==> config.mk <==
export PLATFORM = sky130hd
export DESIGN_NAME = outp_vc_alloc
export DESIGN_NICKNAME = d
export VERILOG_FILES = /design/src/rtl/outp_vc_alloc.sv
export SDC_FILE = /design/constraint.sdc
export NUM_CORES = 1
export LEC_CHECK = 0
export ABC_CLOCK_PERIOD_IN_PS = 4500
export BUFFER_PORTS_ARGS = -buffer_cell sky130_fd_sc_hd__buf_2
export CAP_MARGIN = 10
export CORE_MARGIN = 4
export CORE_UTILIZATION = 61
export CTS_BUF_LIST = sky130_fd_sc_hd__clkbuf_8
export DETAILED_ROUTE_END_ITERATION = 16
export PLACE_DENSITY = 0.8
export SLEW_MARGIN = 25
export SYNTH_ARGS = -nofsm -noshare
export SYNTH_HDL_FRONTEND = slang
export SYNTH_SLANG_ARGS = --single-unit
==> constraint.sdc <==
create_clock -name clk -period 4.5 [get_ports clk]
set_clock_uncertainty 0.1 [all_clocks]
set_input_delay 0.225 -clock clk [delete_from_list [all_inputs] [get_ports clk]]
set_output_delay 0.225 -clock clk [all_outputs]
set_load 0.02 [all_outputs]
==> src/rtl/outp_vc_alloc.sv <==
// Virtual-circuit allocator for one router output port: grants IDLE VCs round-robin to
// requesting input ports and tracks each VC through BUSY and DRAIN until its buffer empties.
module outp_vc_alloc #(
    parameter int NIN = 5,
    parameter int VCN = 2,
    localparam int IW = (NIN > 1) ? $clog2(NIN) : 1,
    localparam int VW = (VCN > 1) ? $clog2(VCN) : 1
) (
    input  logic              clk,
    input  logic              rst,
    input  logic [NIN-1:0]    req,
    input  logic [VCN-1:0]    tail_done,
    input  logic [VCN-1:0]    vc_empty,
    output logic [NIN-1:0]    gnt,
    output logic [VW-1:0]     gnt_vc,
    output logic [VCN-1:0]    vc_busy,
    output logic [VCN*IW-1:0] vc_owner,
    output logic              err
);

    typedef enum logic [1:0] {
        StIdle,
        StBusy,
        StDrain
    } vc_state_e;

    vc_state_e      st_q    [VCN];
    logic [IW-1:0]  owner_q [VCN];
    logic [IW-1:0]  rr_q;

    logic [NIN-1:0] owned;
    logic [NIN-1:0] elig;
    logic           found_win;
    logic           found_vc;
    logic [IW-1:0]  win;
    logic [VW-1:0]  free_vc;
    logic [IW-1:0]  rr_next;
    logic           do_alloc;

    // A port that holds any non-IDLE VC may not request another one.
    always_comb begin
        owned = '0;
        for (int n = 0; n < NIN; n++) begin
            for (int v = 0; v < VCN; v++) begin
                if (st_q[v] != StIdle && owner_q[v] == IW'(n)) begin
                    owned[n] = 1'b1;
                end
            end
        end
    end

    // gnt still holds last cycle's grant, which masks a req not yet dropped.
    assign elig = req & ~owned & ~gnt;

    always_comb begin
        found_vc = 1'b0;
        free_vc  = '0;
        for (int v = 0; v < VCN; v++) begin
            if (!found_vc && st_q[v] == StIdle) begin
                found_vc = 1'b1;
                free_vc  = VW'(v);
            end
        end
    end

    always_comb begin
        int idx;
        idx       = 0;
        found_win = 1'b0;
        win       = '0;
        for (int k = 0; k < NIN; k++) begin
            idx = int'(rr_q) + k;
            if (idx >= NIN) begin
                idx = idx - NIN;
            end
            if (!found_win && elig[idx]) begin
                found_win = 1'b1;
                win       = IW'(idx);
            end
        end
    end

    assign rr_next  = (win == IW'(NIN - 1)) ? '0 : win + IW'(1);
    assign do_alloc = found_win & found_vc;

    always_ff @(posedge clk or posedge rst) begin
        if (rst) begin
            for (int v = 0; v < VCN; v++) begin
                st_q[v]    <= StIdle;
                owner_q[v] <= '0;
            end
            rr_q   <= '0;
            gnt    <= '0;
            gnt_vc <= '0;
            err    <= 1'b0;
        end else begin
            gnt    <= '0;
            gnt_vc <= '0;
            for (int v = 0; v < VCN; v++) begin
                unique case (st_q[v])
                    StIdle: begin
                        if (tail_done[v]) begin
                            err <= 1'b1;
                        end
                    end
                    StBusy: begin
                        if (tail_done[v]) begin
                            st_q[v] <= StDrain;
                        end
                    end
                    StDrain: begin
                        if (tail_done[v]) begin
                            err <= 1'b1;
                        end
                        if (vc_empty[v]) begin
                            st_q[v] <= StIdle;
                        end
                    end
                    default: st_q[v] <= StIdle;
                endcase
            end
            // The allocated VC is IDLE, so the loop above never moves it this cycle.
            if (do_alloc) begin
                st_q[free_vc]    <= StBusy;
                owner_q[free_vc] <= win;
                gnt              <= NIN'(1) << win;
                gnt_vc           <= free_vc;
                rr_q             <= rr_next;
            end
        end
    end

    always_comb begin
        vc_busy  = '0;
        vc_owner = '0;
        for (int v = 0; v < VCN; v++) begin
            vc_busy[v]              = (st_q[v] != StIdle);
            vc_owner[v*IW +: IW]    = owner_q[v];
        end
    end

endmodule

==> impl_table.tex, run 1 <==
\begin{tabular}{lr}
\hline
Metric & Value \\
\hline
\multicolumn{2}{l}{\textbf{Cells and area}} \\
Final \#Nets & 316 \\
Filler-free cell count of the finished design & 332 \\
Area added between synthesis and finish & 11.7\% \\
Ratio of cells with drive above 1 in the final layout & 0.241 \\
Final std cell area, no fill & 0.00246 mm² \\
Final antenna diode count & 0 \\
\multicolumn{2}{l}{\textbf{Synth}} \\
Post-Syn Area per Cell & 8.50 µm² \\
Synthesized netlist net count & 288 \\
Fraction of registers with async set/reset & 1.00 \\
Post-synthesis cell count & 259 \\
Post-synth design cell area & 0.00220 mm² \\
Top post-synthesis cells by count & sky130\_fd\_sc\_hd\_\_nand2\_1, sky130\_fd\_sc\_hd\_\_dfrtp\_1, sky130\_fd\_sc\_hd\_\_inv\_1 \\
Number of flops mapped to enable cells by yosys & 0 \\
Post-synthesis sequential area ratio & 0.227 \\
Flops \& latches, synth & 20 \\
Top\_reg\_cell synth & sky130\_fd\_sc\_hd\_\_dfrtp\_1 \\
Cell variety after synth & 68 \\
Most common cell in the netlist & sky130\_fd\_sc\_hd\_\_nand2\_1 \\
Yosys warns & 0 \\
Post-synth top area share & 0.227 \\
Cell taking the most area after synthesis & sky130\_fd\_sc\_hd\_\_dfrtp\_1 \\
Leading cell types by total area after synthesis & sky130\_fd\_sc\_hd\_\_dfrtp\_1, sky130\_fd\_sc\_hd\_\_ha\_1, sky130\_fd\_sc\_hd\_\_nand2\_1 \\
\multicolumn{2}{l}{\textbf{Clock network}} \\
Clk Latency, worst-skew pair & 260 ps \\
Number of clock sinks seen by CTS & 20 \\
Buffer type at the clock tree root & sky130\_fd\_sc\_hd\_\_clkbuf\_8 \\
Clock buffers created by TritonCTS & 3 \\
Clock slew at reported path FFs & 70 ps \\
Buffers inserted by post-CTS timing repair & 0 \\
Deepest level of the CTS H-tree & 1 \\
Clock tree from TritonCTS & yes \\
Maximum root-to-sink buffer count & 2 \\
\multicolumn{2}{l}{\textbf{STA}} \\
Slew margin rel. & 0.499 \\
RSZ-0062 raised after global routing & false \\
Number of pins with negative max-slew slack in the final report & 0 \\
Transition time of the tightest slew-check pin & 751 ps \\
Number of setup violations in the final report & 0 \\
Period utilization & 0.885 \\
Maximum clock frequency & 251 MHz \\
Final critical-path required period & 3980 ps \\
Hold violation count in the final report & 0 \\
Setup Total Neg Slack & 0 ps \\
\multicolumn{2}{l}{\textbf{Worst hold path}} \\
Hold WC Path Type & in -> reg \\
Startpoint of the worst hold path & tail\_done[1] \\
Min-Delay Path Depth & 2 \\
Worst Hold Path EP & st\_q[0] \\
\multicolumn{2}{l}{\textbf{Place}} \\
HPWL reported at the end of detailed placement & 4350 µm \\
Placed cell areas & 0.00238 mm² \\
PortBufs & 25 \\
Instance count after placement with tap cells included & 327 \\
Global placement routability congestion & 0.953 \\
\multicolumn{2}{l}{\textbf{Global routing}} \\
Number of global-route vias before repair & 1896 \\
Gr ovfl total & 0 \\
Initial antenna violation count & 0 \\
Maximum number of pins on one net before global-route repair & 26 \\
GRT Resource Usage Total & 0.262 \\
Wire length of the first global-routing pass & 9180 µm \\
\multicolumn{2}{l}{\textbf{Floorplan}} \\
Area of the placeable core & 0.00342 mm² \\
Die extent in x & 68.1 µm \\
Die Y-Extent & 68.1 µm \\
Row count & 21 \\
Die area & 0.00463 mm² \\
Starting density of the core & 0.644 \\
Boundary Pins & 26 \\
\multicolumn{2}{l}{\textbf{Setup path}} \\
Crit path largest cell delay & 490 ps \\
Critical path's slowest cell & sky130\_fd\_sc\_hd\_\_dfrtp\_1 \\
Cell count of the worst reg-to-reg path & 16 \\
Crit path capture type & flip-flop \\
Category of the worst setup path launch point & flip-flop \\
Crit Path Category & reg -> reg \\
Cells along the critical path & inv\_2 > ha\_1 > inv\_1 > ha\_1 > a211oi\_1 > o22a\_1 > nand3\_1 > a211oi\_1 > nor3\_1 > nor2\_1 > a211oi\_1 > o31ai\_2 > inv\_1 > ha\_1 > and2\_4 > o31ai\_1 \\
Reg-to-reg critical path endpoint & rr\_q[0] \\
Critical path arrival & 4050 ps \\
Setup slack of the most critical reg-to-reg path & 520 ps \\
Reg-to-Reg Start & rr\_q[0] \\
Largest fanout on the critical path & 12 \\
Required time worst endpoint & 4570 ps \\
\multicolumn{2}{l}{\textbf{Status}} \\
Status & finished, final reports clean \\
\multicolumn{2}{l}{\textbf{Run}} \\
Max\_cap viols & 0 \\
\multicolumn{2}{l}{\textbf{Routing}} \\
Iter 0 DRT Violations & 165 \\
Number of remaining DRC errors & 0 \\
Routed length per placed instance & 16.9 µm \\
Total routed wirelength & 5620 µm \\
Iteration count of the initial detailed-routing pass & 5 \\
Routed Antenna Nets & 0 \\
Via Count & 2109 \\
Ratio of routed vias to standard cells & 6.35 \\
\hline
\end{tabular}
-- routing by layer --
layer / GRT usage / part of all wire / vias to the layer above
li1: - / - / 1009
met1: 0.383 / 0.44 / 999
met2: 0.396 / 0.46 / 92
met3: 0.0509 / 0.085 / 9
met4: 0.0645 / 0.012 / 0
met5: 0 / 0 / -
-- cell families (layout without fill, tap and decap cells) --
kind of cell,Yosys count,after routing,synth area share
compound gates,74,74,0.276
mux,14,14,0.0682
flops,20,20,0.227
simple gates,101,101,0.260
xor+xnor,2,2,0.00796
fa+ha+maj,18,18,0.102
buf+inv,30,57,0.0574
-- flip-flops by register name (all words and copies together) (netlist names) --
name and cells:
vc_owner 6, gnt_vc 1, st_q 4, err 1, rr_q 3, gnt 5
-- metrics by stage --
stage          utilization  setup slack, ps  hold WS (ps)
6_report             0.720              515          75.7
5_1_grt              0.720              248          79.7
4_1_cts              0.720              531          73.8
3_5_place_dp         0.696              560           280
3_3_place_gp         0.696              643           278
2_1_floorplan            -              774          88.8
-- layout make-up --
cell class	count	area, µm²
clock inverters	1	30.0
inverters	22	82.6
clock buffers	3	41.3
fillers	308	957
flip-flops and latches	20	500
well taps	46	57.6
repair buffers	31	173
multi-input cells	209	1570
-- how the worst max path moves through the flow --
stage / end / start / slack [ps] / depth (start not counted)
3_3_place_gp: rr_q[2] / rr_q[1] / 640 / 15
4_1_cts: rr_q[0] / rr_q[1] / 530 / 16
5_1_grt: rr_q[0] / rr_q[0] / 250 / 13
6_report: rr_q[0] / rr_q[0] / 520 / 16
2_1_floorplan: rr_q[0] / rr_q[0] / 770 / 17
3_5_place_dp: rr_q[0] / rr_q[1] / 560 / 16
-- timing repair --
action / in CTS / in global routing
resized for setup: 0 / 0
hold buffers: 1 / 0
setup endpoints to repair: 0 / 0
endpoints found under the hold margin: 13 / 0
-- cell usage in the layout, fill, tap and decap left out, types with 3 or more instances in the layout --
| master | n |
|---|---|
| sky130_fd_sc_hd__mux2i_1 | 6 |
| sky130_fd_sc_hd__clkbuf_8 | 3 |
| sky130_fd_sc_hd__nor3_1 | 6 |
| sky130_fd_sc_hd__o21ai_0 | 10 |
| sky130_fd_sc_hd__mux2_2 | 5 |
| sky130_fd_sc_hd__buf_4 | 5 |
| sky130_fd_sc_hd__and2_1 | 3 |
| sky130_fd_sc_hd__o22ai_1 | 3 |
| sky130_fd_sc_hd__nand2_1 | 21 |
| sky130_fd_sc_hd__o31ai_1 | 3 |
| sky130_fd_sc_hd__a21oi_1 | 9 |
| sky130_fd_sc_hd__nand4_1 | 4 |
| sky130_fd_sc_hd__a32oi_1 | 4 |
| sky130_fd_sc_hd__ha_1 | 18 |
| sky130_fd_sc_hd__nand2b_1 | 4 |
| sky130_fd_sc_hd__nor2b_1 | 5 |
| sky130_fd_sc_hd__buf_2 | 25 |
| sky130_fd_sc_hd__a311oi_2 | 3 |
| sky130_fd_sc_hd__dfrtp_1 | 20 |
| sky130_fd_sc_hd__a22oi_1 | 3 |
| sky130_fd_sc_hd__nand3b_1 | 4 |
| sky130_fd_sc_hd__mux2_1 | 3 |
| sky130_fd_sc_hd__nand3_1 | 15 |
| sky130_fd_sc_hd__nor2_1 | 19 |
| sky130_fd_sc_hd__inv_1 | 20 |
| sky130_fd_sc_hd__a211oi_1 | 8 |
-- worst max-delay path, delay by kind of cell (launching register included) --
family	cells	cell delay, ps
and+or+nand+nor	4	480
adders and majority gates	3	790
DFF	1	490
AOI/OAI and AO/OA	6	1640
buffers and inverters	3	380
Power of run 1 is not shown: default switching activity piles up to over one toggle a cycle in this logic, so the estimate is an artifact.
==> inputs of run 2 (changes only) <==
--- a/config.mk
+++ b/config.mk
@@ -5,6 +5,7 @@
 export SDC_FILE = /design/constraint.sdc
 export NUM_CORES = 1
 export LEC_CHECK = 0
+export ABC_AREA = 1
 export ABC_CLOCK_PERIOD_IN_PS = 4500
 export BUFFER_PORTS_ARGS = -buffer_cell sky130_fd_sc_hd__buf_2
 export CAP_MARGIN = 10
==> impl_table.tex, run 2 <==
\begin{tabular}{lr}
\hline
Metric & Value \\
\hline
\multicolumn{2}{l}{\textbf{Worst hold path}} \\
Hold WC Path Type & in -> async \\
\multicolumn{2}{l}{\textbf{Clock network}} \\
Clock tree from TritonCTS & yes \\
Buffers inserted by post-CTS timing repair & 0 \\
Buffer type at the clock tree root & sky130\_fd\_sc\_hd\_\_clkbuf\_8 \\
Clock slew at reported path FFs & 80 ps \\
Count of instances resized after the clock tree is built & 0 \\
Clk Latency, worst-skew pair & 260 ps \\
Cts hold-fix bufs & 0 \\
Deepest level of the CTS H-tree & 1 \\
Clock buffers created by TritonCTS & 3 \\
Maximum root-to-sink buffer count & 2 \\
Number of clock sinks seen by CTS & 20 \\
\multicolumn{2}{l}{\textbf{Routing}} \\
Iteration count of the initial detailed-routing pass & 4 \\
Iter 0 DRT Violations & 186 \\
Routed Antenna Nets & 0 \\
Number of remaining DRC errors & 0 \\
Total routed wirelength & 4890 µm \\
Routed length per placed instance & 12.5 µm \\
Via Count & 2078 \\
Ratio of routed vias to standard cells & 5.31 \\
\multicolumn{2}{l}{\textbf{Place}} \\
Placed cell areas & 0.00235 mm² \\
Global placement routability congestion & 0.947 \\
Instance count after placement with tap cells included & 388 \\
HPWL reported at the end of detailed placement & 3990 µm \\
PortBufs & 25 \\
\multicolumn{2}{l}{\textbf{STA}} \\
Hold violation count in the final report & 10 \\
Slew margin rel. & 0.488 \\
Setup Total Neg Slack & 0 ps \\
Number of setup violations in the final report & 0 \\
Number of pins with negative max-slew slack in the final report & 0 \\
Final critical-path required period & 3750 ps \\
RSZ-0062 raised after global routing & false \\
Maximum clock frequency & 267 MHz \\
Transition time of the tightest slew-check pin & 768 ps \\
Fin Hold WS & -5.99 ps \\
Period utilization & 0.833 \\
\multicolumn{2}{l}{\textbf{Run}} \\
Max\_cap viols & 0 \\
\multicolumn{2}{l}{\textbf{Synth}} \\
Number of flops mapped to enable cells by yosys & 0 \\
Post-synth top area share & 0.228 \\
Top\_reg\_cell synth & sky130\_fd\_sc\_hd\_\_dfrtp\_1 \\
Post-synth design cell area & 0.00220 mm² \\
Post-synthesis sequential area ratio & 0.228 \\
Yosys warns & 0 \\
Cell variety after synth & 29 \\
Post-Syn Area per Cell & 6.89 µm² \\
Cell taking the most area after synthesis & sky130\_fd\_sc\_hd\_\_dfrtp\_1 \\
Flops \& latches, synth & 20 \\
Synthesized netlist net count & 348 \\
Leading cell types by total area after synthesis & sky130\_fd\_sc\_hd\_\_dfrtp\_1, sky130\_fd\_sc\_hd\_\_nand2\_1, sky130\_fd\_sc\_hd\_\_ha\_1 \\
Post-synthesis cell count & 319 \\
Top post-synthesis cells by count & sky130\_fd\_sc\_hd\_\_nand2\_1, sky130\_fd\_sc\_hd\_\_nand3\_1, sky130\_fd\_sc\_hd\_\_inv\_1 \\
Fraction of registers with async set/reset & 1.00 \\
Most common cell in the netlist & sky130\_fd\_sc\_hd\_\_nand2\_1 \\
\multicolumn{2}{l}{\textbf{Global routing}} \\
Gr ovfl total & 0 \\
GRT Resource Usage Total & 0.229 \\
Initial antenna violation count & 0 \\
Wire length of the first global-routing pass & 8290 µm \\
Maximum number of pins on one net before global-route repair & 21 \\
Number of global-route vias before repair & 1830 \\
\multicolumn{2}{l}{\textbf{Cells and area}} \\
Filler-free cell count of the finished design & 391 \\
Most frequent standard cell in the layout excluding fill and tap cells & sky130\_fd\_sc\_hd\_\_nand2\_1 \\
Final antenna diode count & 0 \\
Ratio of cells with drive above 1 in the final layout & 0.249 \\
Final std cell area, no fill & 0.00239 mm² \\
Leading cell types in the layout, fill and taps excluded & sky130\_fd\_sc\_hd\_\_nand2\_1, sky130\_fd\_sc\_hd\_\_nand3\_1, sky130\_fd\_sc\_hd\_\_inv\_1 \\
Final \#Nets & 376 \\
Area added between synthesis and finish & 9.00\% \\
Number of flip-flops in the largest register & 6 \\
\multicolumn{2}{l}{\textbf{Floorplan}} \\
Die Y-Extent & 68.0 µm \\
Die area & 0.00463 mm² \\
Starting density of the core & 0.643 \\
Boundary Pins & 26 \\
Row count & 21 \\
Area of the placeable core & 0.00342 mm² \\
Die extent in x & 68.0 µm \\
\multicolumn{2}{l}{\textbf{Setup path}} \\
Critical path arrival & 3850 ps \\
Largest fanout on the critical path & 15 \\
Category of the worst setup path launch point & flip-flop \\
Cell with the most instances on the worst path & sky130\_fd\_sc\_hd\_\_inv\_1 \\
Cells along the critical path & inv\_2 > ha\_1 > inv\_1 > ha\_1 > inv\_1 > nand2\_1 > o21ai\_0 > inv\_1 > nand2\_1 > nor2\_1 > nor2\_4 > nand2\_4 > nor2\_8 > nand4\_1 > nand2\_2 > inv\_1 > ha\_1 > ha\_1 > o21ai\_1 > nand2\_1 > inv\_1 \\
Crit path capture type & flip-flop \\
Critical path's slowest cell & sky130\_fd\_sc\_hd\_\_dfrtp\_1 \\
Crit Path Category & reg -> reg \\
Cell count of the worst reg-to-reg path & 21 \\
Required time worst endpoint & 4600 ps \\
Crit path largest cell delay & 720 ps \\
\multicolumn{2}{l}{\textbf{Status}} \\
Failing checks & hold timing \\
Status & finished with violations \\
\hline
\end{tabular}
run 2: routing by layer:
layer / part of all wire / track usage
met1: 0.47 / 0.334
met2: 0.46 / 0.367
met3: 0.059 / 0.0312
met4: 0.0090 / 0.0323
met5: 0 / 0
run 2: final cells by class:
class | count | area [µm²]
clock buffer | 3 | 41.3
fill | 307 | 1020
inverter | 52 | 195
multi-input combinational | 244 | 1470
sequential | 20 | 500
tap | 46 | 57.6
timing repair buffer | 26 | 133
run 2: final timing paths:
path	start	endpoint	slack [ps]
worst min register to register	st_q[1]	st_q[0]	350
worst max-delay path	rr_q[0]	rr_q[2]	750
min in group clk	vc_empty[0]	st_q[3]	50
worst min-delay path	rst	st_q[0]	-6
max in group asynchronous	rst	gnt[3]	3820
worst max register to register	rr_q[0]	rr_q[2]	750
run 2: cell families (layout without fill, tap and decap cells):
kind of cell / count (synthesis) / count (layout) / share of synthesized area
and+or+nand+nor: 204 / 204 / 0.495
DFF: 20 / 20 / 0.228
xor gates and xnor gates: 2 / 2 / 0.0114
adders and majority gates: 18 / 18 / 0.103
AOI/OAI and AO/OA: 20 / 20 / 0.0592
buffers and inverters: 55 / 81 / 0.104
run 2: per-stage QoR:
step                utilization  hold slack, ps  worst slack, ps
floorplan                     -            88.8             1390
global placement          0.689             288              839
detailed placement        0.689             299              777
CTS                       0.701            15.2              749
global route              0.701            58.7              415
finish                    0.701           -5.99              749
run 2: worst max-delay path: cells and delay by family (launching register included):
kind	cells	cell delay (ps)
fa+ha+maj	4	980
simple gates	9	960
flops	1	720
buf+inv	6	640
compound gates	2	280
Power of run 2 is left out for the same reason.
==> inputs of run 3 (changes only) <==
--- a/config.mk
+++ b/config.mk
@@ -6,7 +6,7 @@
 export NUM_CORES = 1
 export LEC_CHECK = 0
 export ABC_AREA = 1
-export ABC_CLOCK_PERIOD_IN_PS = 4500
+export ABC_CLOCK_PERIOD_IN_PS = 3850
 export BUFFER_PORTS_ARGS = -buffer_cell sky130_fd_sc_hd__buf_2
 export CAP_MARGIN = 10
 export CORE_MARGIN = 4
==> constraint.sdc (replaced) <==
create_clock -name clk -period 3.85 [get_ports clk]
set_clock_uncertainty 0.1 [all_clocks]
set_input_delay 0.1925 -clock clk [delete_from_list [all_inputs] [get_ports clk]]
set_output_delay 0.1925 -clock clk [all_outputs]
set_load 0.02 [all_outputs]
==> impl_table.tex, run 3 (same netlist as run 2, synthesis figures left out) <==
\begin{tabular}{lr}
\hline
Metric & Value \\
\hline
\multicolumn{2}{l}{\textbf{Status}} \\
Status & finished, final reports clean \\
\multicolumn{2}{l}{\textbf{STA}} \\
Number of setup violations in the final report & 0 \\
Period utilization & 0.917 \\
Number of pins with negative max-slew slack in the final report & 0 \\
Maximum clock frequency & 283 MHz \\
Setup Total Neg Slack & 0 ps \\
RSZ-0062 raised after global routing & false \\
Slew margin rel. & 0.499 \\
Hold violation count in the final report & 0 \\
Transition time of the tightest slew-check pin & 751 ps \\
Final critical-path required period & 3530 ps \\
\multicolumn{2}{l}{\textbf{Setup path}} \\
Cell with the most instances on the worst path & sky130\_fd\_sc\_hd\_\_inv\_1 \\
Reg-to-Reg Start & rr\_q[1] \\
Critical path's slowest cell & sky130\_fd\_sc\_hd\_\_dfrtp\_1 \\
Family with the most delay on the worst path & simple AND/OR/NAND/NOR gates \\
Sum of buffers and inverters on the critical path & 6 \\
Crit path largest cell delay & 470 ps \\
Largest fanout on the critical path & 9 \\
Category of the worst setup path launch point & flip-flop \\
Crit path capture type & flip-flop \\
Cells along the critical path & inv\_1 > ha\_1 > inv\_1 > ha\_1 > inv\_1 > nand2\_1 > o21ai\_0 > inv\_1 > nand2\_1 > nor2\_1 > nor2\_4 > nand3\_1 > nand2\_1 > nor2\_1 > nand3\_1 > nand2\_2 > inv\_1 > ha\_1 > ha\_1 > o21ai\_1 > nand2\_1 > inv\_1 \\
Critical path arrival & 3640 ps \\
Start point of the critical path & rr\_q[1] \\
Crit Path Category & reg -> reg \\
Required time worst endpoint & 3960 ps \\
\multicolumn{2}{l}{\textbf{Global routing}} \\
Initial antenna violation count & 0 \\
Maximum number of pins on one net before global-route repair & 21 \\
GRT Resource Usage Total & 0.226 \\
Wire length of the first global-routing pass & 8000 µm \\
Number of global-route vias before repair & 1807 \\
Gr ovfl total & 0 \\
\multicolumn{2}{l}{\textbf{Routing}} \\
Routed Antenna Nets & 0 \\
Routed length per placed instance & 12.3 µm \\
Iteration count of the initial detailed-routing pass & 4 \\
Total routed wirelength & 4830 µm \\
Ratio of routed vias to standard cells & 5.27 \\
Via Count & 2077 \\
Iter 0 DRT Violations & 195 \\
Number of remaining DRC errors & 0 \\
\multicolumn{2}{l}{\textbf{Place}} \\
Placed cell areas & 0.00236 mm² \\
Global placement routability congestion & 0.932 \\
PortBufs & 25 \\
HPWL reported at the end of detailed placement & 3900 µm \\
\multicolumn{2}{l}{\textbf{Floorplan}} \\
Die Y-Extent & 68.0 µm \\
Die area & 0.00463 mm² \\
Starting density of the core & 0.643 \\
Die extent in x & 68.0 µm \\
Area of the placeable core & 0.00342 mm² \\
Boundary Pins & 26 \\
Row count & 21 \\
\multicolumn{2}{l}{\textbf{Clock network}} \\
Buffers inserted by post-CTS timing repair & 0 \\
Count of instances resized after the clock tree is built & 0 \\
Cts hold-fix bufs & 1 \\
Clk Latency, worst-skew pair & 260 ps \\
Clock buffers created by TritonCTS & 3 \\
Number of clock sinks seen by CTS & 20 \\
Clock slew at reported path FFs & 70 ps \\
Deepest level of the CTS H-tree & 1 \\
Maximum root-to-sink buffer count & 2 \\
Clock tree from TritonCTS & yes \\
Buffer type at the clock tree root & sky130\_fd\_sc\_hd\_\_clkbuf\_8 \\
\multicolumn{2}{l}{\textbf{Run}} \\
Max\_cap viols & 0 \\
\multicolumn{2}{l}{\textbf{Worst hold path}} \\
Hold WC Path Type & in -> reg \\
Startpoint of the worst hold path & vc\_empty[0] \\
\multicolumn{2}{l}{\textbf{Cells and area}} \\
Final antenna diode count & 0 \\
Area added between synthesis and finish & 10.4\% \\
Most frequent standard cell in the layout excluding fill and tap cells & sky130\_fd\_sc\_hd\_\_nand2\_1 \\
Final \#Nets & 378 \\
Ratio of cells with drive above 1 in the final layout & 0.253 \\
Number of flip-flops in the largest register & 6 \\
Final std cell area, no fill & 0.00243 mm² \\
Leading cell types in the layout, fill and taps excluded & sky130\_fd\_sc\_hd\_\_nand2\_1, sky130\_fd\_sc\_hd\_\_nand3\_1, sky130\_fd\_sc\_hd\_\_inv\_1 \\
Final-layout fill cell count & 302 \\
\hline
\end{tabular}
-- run 3: changes by cell type in the layout (fill, tap and decap cells not counted) --
cell,change
sky130_fd_sc_hd__buf_4,+1
sky130_fd_sc_hd__clkbuf_8,+1
sky130_fd_sc_hd__dlygate4sd3_1,+1
-- run 3: cell type report --
cell class	instances	area, µm²	area share
sequential	20	500	0.206
clock buffer	4	55.1	0.0227
inverter	52	195	0.0805
timing repair buffer	28	150	0.0619
multi-input combinational	244	1470	0.605
tap	46	57.6	0.0237
-- run 3: final timing paths --
check                      endpoint  slack [ps]  depth (start not counted)
max                         rr_q[2]         320                         22
min                         st_q[3]          20                          2
max reg2reg                 rr_q[2]         320                         22
min reg2reg                 st_q[0]         350                          1
max in group asynchronous    gnt[2]        2680                          3
min in group asynchronous   rr_q[0]         500                          3
-- run 3: through the flow --
step	hold WS [ps]	cells	setup slack, ps	util
floorplan	56.3	319	743	-
global placement	263	389	451	0.691
detailed placement	266	389	365	0.691
CTS	15.5	394	356	0.710
global route	11.4	394	18.4	0.710
finish	17.5	394	320	0.710
-- run 3: per-layer routing --
metal	track usage	part of all wire	vias up
met5	0	0	-
met4	0.0620	0.018	0
met3	0.0296	0.047	11
met2	0.363	0.45	55
met1	0.317	0.48	935
li1	-	-	1076
Power of run 3 is left out for the same reason.
